--- config.mk ---
export PLATFORM = sky130hd
export DESIGN_NAME = param_complex_counter
export DESIGN_NICKNAME = d
export VERILOG_FILES = /design/src/rtl/complex_counter_pkg.sv /design/src/rtl/gray_encoder.sv /design/src/rtl/param_complex_counter.sv
export SDC_FILE = /design/constraint.sdc
export NUM_CORES = 1
export LEC_CHECK = 0
export ABC_CLOCK_PERIOD_IN_PS = 2300
export BUFFER_PORTS_ARGS = -buffer_cell sky130_fd_sc_hd__buf_2
export CORE_AREA = 3 3 40 42
export CTS_CLUSTER_DIAMETER = 150
export DETAILED_ROUTE_END_ITERATION = 6
export DIE_AREA = 0 0 43 45
export HOLD_SLACK_MARGIN = 0.1
export PLACE_DENSITY_LB_ADDON = 0.15
export REMOVE_ABC_BUFFERS = 1
export SLEW_MARGIN = 20
export SYNTH_ARGS = -nofsm -noshare
export SYNTH_HDL_FRONTEND = slang
export SYNTH_HIERARCHICAL = 1
export SYNTH_SLANG_ARGS = --single-unit
--- constraint.sdc ---
create_clock -name Clk -period 2.3 [get_ports Clk]
set_clock_uncertainty 0.15 [all_clocks]
set_input_delay 0.345 -clock Clk [delete_from_list [all_inputs] [get_ports Clk]]
set_output_delay 0.345 -clock Clk [all_outputs]
set_load 0.01 [all_outputs]
--- src/rtl/complex_counter_pkg.sv ---
// Shared constants for the binary/Gray up/down counter.
package complex_counter_pkg;

    // Mode encodings: bit 1 selects direction, bit 0 selects Gray output coding.
    localparam logic [1:0] MODE_BIN_UP  = 2'b00;
    localparam logic [1:0] MODE_GRAY_UP = 2'b01;
    localparam logic [1:0] MODE_BIN_DN  = 2'b10;
    localparam logic [1:0] MODE_GRAY_DN = 2'b11;

endpackage

--- src/rtl/gray_encoder.sv ---
// Combinational binary-to-reflected-Gray converter.
module gray_encoder #(
    parameter int WIDTH = 4
) (
    input  logic [WIDTH-1:0] bin,
    output logic [WIDTH-1:0] gray
);

    // Each Gray bit is the XOR of adjacent binary bits; the MSB passes through.
    assign gray = bin ^ (bin >> 1);

endmodule

--- src/rtl/param_complex_counter.sv ---
// Up/down counter over a binary index with optional Gray-coded output,
// synchronous load, wrap pulse and terminal-count flag.
module param_complex_counter
    import complex_counter_pkg::*;
#(
    parameter int WIDTH = 4
) (
    input  logic             Clk,
    input  logic             Reset,
    input  logic             Enable,
    input  logic [1:0]       Mode,
    input  logic             Load,
    input  logic [WIDTH-1:0] LoadValue,
    output logic [WIDTH-1:0] Count,
    output logic             Wrap,
    output logic             TC
);

    localparam logic [WIDTH-1:0] ALL_ONES = {WIDTH{1'b1}};
    localparam logic [WIDTH-1:0] ONE      = WIDTH'(1);

    logic [WIDTH-1:0] idx_q;
    logic [WIDTH-1:0] idx_d;
    logic [WIDTH-1:0] gray_d;
    logic [WIDTH-1:0] count_d;
    logic             wrap_d;
    logic             dir_down;
    logic             gray_sel;

    assign dir_down = (Mode == MODE_BIN_DN) || (Mode == MODE_GRAY_DN);
    assign gray_sel = (Mode == MODE_GRAY_UP) || (Mode == MODE_GRAY_DN);

    // Terminal count looks only at the index and direction, never at Enable.
    assign TC = dir_down ? (idx_q == '0) : (idx_q == ALL_ONES);

    // Next index: load beats advance, advance beats hold.
    always_comb begin
        idx_d  = idx_q;
        wrap_d = 1'b0;
        if (Load) begin
            idx_d = LoadValue;
        end else if (Enable) begin
            idx_d  = dir_down ? (idx_q - ONE) : (idx_q + ONE);
            wrap_d = TC;
        end
    end

    // Output coding is chosen from the index being stored this edge, so a
    // mode change re-encodes Count without touching the sequence position.
    gray_encoder #(
        .WIDTH (WIDTH)
    ) u_gray (
        .bin  (idx_d),
        .gray (gray_d)
    );

    assign count_d = gray_sel ? gray_d : idx_d;

    // Index, registered count and wrap pulse; reset clears all asynchronously.
    always_ff @(posedge Clk or posedge Reset) begin
        if (Reset) begin
            idx_q <= '0;
            Count <= '0;
            Wrap  <= 1'b0;
        end else begin
            idx_q <= idx_d;
            Count <= count_d;
            Wrap  <= wrap_d;
        end
    end

endmodule

==> flow_summary.ini <==
[place]
place_congestion = 0.7333
dp.cells = 84
place_hpwl_um = 820
quantity_of_i_o_buffers_inserted_on_ports = 15
post_placement_worst_setup_slack_ns = -0.08220

[synthesis]
synthesis.instances = 52
netlist_area_um2 = 529.3
synthesized_area_per_cell_um2 = 10.18
synth-seq-cells = 9
post_synth_num_cell_types = 24
synthesis.yosys.warnings = 6
synth-seq-area-share_pct = 42.55
synth_area_leader_cell = dfrtp_1
synth.top_cells.by_area = dfrtp_1, xor2_1, mux2_2
synth_largest_type_area_fraction_pct = 42.55

[min_path]
min_delay_worst_endpoint = idx_q[2]
worst_hold_path_type = primary input to register
hold_path.startpoint = LoadValue[2]
min_delay_path_depth = 3

[grt]
grt_max_degree = 11
grt_first_pass_wirelength_mm = 1.690
grt_antenna_before_repair = 0
grt.total_usage_pct = 11.99
grt_overflow_total = 0
grt_pass1_vias = 396

[setup_path]
reg_to_reg_setup_timing_slack_ns = 0.12
critical_path.endpoint_type = register
worstPathRequired_ns = 2.29
reg2regPathDepth = 8
worst_setup_path_start_kind = register
worst_r2r_startpoint = idx_q[2]
crit_buf_inv = 0
crit-reg2reg-capture = Count[2]
worstSetupPathType = register to register
critical_path.max_stage_delay_ns = 0.42
cp_data_arrival_time_ns = 2.18
path_cells = ha_4 > nand3_2 > and3b_1 > nor3_2 > xor2_1 > mux2_4 > xor2_1 > mux2_2
cp_max_fo = 3
cp_top_family = multiplexers
critPathSlowestCell = dfrtp_1
worst_path_most_repeated_cell = xor2_1

[status]
run_status = finished, final reports clean

[clocking]
numCtsBuffers = 3
clock_latency_on_the_worst_skew_pair_ns = 0.26
clk_root_buffer_cell = clkbuf_4
clockBufferDepth = 2
clkSinkCount = 9
cts.reportedPaths.clkPinSlew_ns = 0.06
post-cts-setup-buffer-count = 0
htree_num_levels = 1
clock_tree_from_tritoncts = built

[die]
boundaryPins = 16
core_area_um2 = 1285
start_util_pct = 41.19
floorplan.die_area_um2 = 1935
fp.dieW_um = 43
chipHeight_um = 45
fp-row-count = 13

[sta]
maxSlewHeadroom_pct = 68.31
post-route-period-util_pct = 94.98
drv_slew = 0
worst-slew-pin-transition_ns = 0.4704
report.final.hold_viol_count = 0
max_freq_mhz = 457.7
fin_tns_setup_ns = 0
fin_hold_ws_ns = 0.2145
min_clock_period_post_route_ns = 2.185
setup_viol = 0
post-route-worst-setup-slack_ns = 0.1153

[power_and_ir_drop]
leakage_nw = 0.3528
power.ir.vdd_worst_uv = 378.3
power.density_nw_per_um2 = 710.3

[final_layout]
share_of_post_route_cells_with_drive_strength_above_1_pct = 44.59
finalNetCount = 88
final_cells = 89
areaGrowthSynthToFinish_pct = 34.28
final_core_utilization_pct = 55.31
insertedDiodeCount = 0

[detailed_routing]
route.detailed.wl_per_inst_um = 11.62
vias = 439
drc_errors = 0
drtPass1Iterations = 4
dr.first_iter.drc_count = 11
avgViaCountPerCell = 4.933
route.antenna.remaining_nets = 0
detail_route.wirelength_mm = 1.034

[run]
max_cap_violations = 0
==> registers in the layout, summed over array words and instances (netlist names) <==
signal,cells
Count,4
idx_q,4
Wrap,1
==> worst register-to-register path, stage by stage, from the launching register on <==
cell and delay (ns):
dfrtp_1 0.42, ha_4 0.30, nand3_2 0.07, and3b_1 0.18
nor3_2 0.14, xor2_1 0.12, mux2_4 0.30, xor2_1 0.14
mux2_2 0.26
==> cells by family (layout without fill, tap and decap cells) <==
family / Yosys count / after routing / share of synthesized area [%]
adders and majority gates: 3 / 3 / 8.510
AOI/OAI and AO/OA: 8 / 8 / 9.457
and+or+nand+nor: 16 / 16 / 14.66
xor gates and xnor gates: 6 / 6 / 9.929
DFF: 9 / 9 / 42.55
muxes: 5 / 5 / 10.40
buffers and inverters: 5 / 27 / 4.491
==> power by group <==
| part | switching, mW | internal [mW] | leakage [nW] |
|---|---|---|---|
| Combinational | 0.0857 | 0.0933 | 0.226 |
| Sequential | 0.0184 | 0.187 | 0.109 |
| Clock | 0.0565 | 0.0641 | 0.0177 |
| Total | 0.161 | 0.344 | 0.353 |
==> timing repair <==
item | in CTS | in global routing
setup endpoints to repair | 1 | 2
resized for setup | 2 | 3
hold endpoints to repair | 9 | 0
gates cloned | 0 | 0
hold buffers | 1 | 0
==> cells in the final DEF (no fill, tap or decap), drive strengths merged <==
master and instances:
nand2 6, dlygate4sd3 1, ha 2, clkinv 1, o31ai 1, xor2 4
mux2i 1, xnor2 2, fa 1, inv 2, a21boi 1, mux2 4
o21ai 3, clkbuf 3, dfrtp 9, nor3 1, a221o 1, a21oi 2
nor3b 1, nor2 5, buf 20, nand3 2, and3b 1
==> metal layers <==
| metal | track usage [%] | wire [um] | vias up |
|---|---|---|---|
| met1 | 15.83 | 476 | 204 |
| met2 | 18.26 | 498 | 13 |
| met4 | 7.229 | 5 | 0 |
| met3 | 2.390 | 54 | 2 |
| li1 | - | - | 220 |
| met5 | 0 | 0 | - |
==> layout make-up <==
cell class | instances | area, um2
clock buffers | 3 | 22.52
clock inverters | 1 | 5.005
fillers | 127 | 574.3
inverters | 2 | 7.507
multi-input cells | 38 | 309.0
flip-flops and latches | 9 | 225.2
well taps | 15 | 18.77
repair buffers | 21 | 122.6
==> Yosys cell counts <==
master and n:
a21boi_1 1, a21oi_1 2, a221o_1 1, and3b_1 1, buf_2 1, buf_4 1
clkbuf_1 1, dfrtp_1 9, fa_1 1, ha_1 2, inv_1 2, mux2_1 1
mux2_2 3, mux2i_1 1, nand2_1 6, nand3_1 2, nor2_1 5, nor3_2 1
nor3b_1 1, o21ai_0 2, o21ai_1 1, o31ai_1 1, xnor2_1 2, xor2_1 4
==> worst max-delay path by stage <==
stage / cells after the start / to / start
floorplan: 8 / Count[2] / idx_q[2]
global placement: 9 / Count[2] / Mode[1]
detailed placement: 9 / Count[2] / Mode[1]
CTS: 8 / Count[2] / idx_q[2]
global route: 8 / Count[2] / idx_q[2]
finish: 8 / Count[2] / idx_q[2]
==> through the flow <==
stage	power [mW]	cell area (um2)
after global routing	0.5472	710.7
after detailed placement	0.3710	644.4
after CTS	0.5037	689.4
after global placement	0.3677	644.4
after floorplan	0.3061	513.0
final	0.5048	710.7
Power figures use the tool's default switching activity.
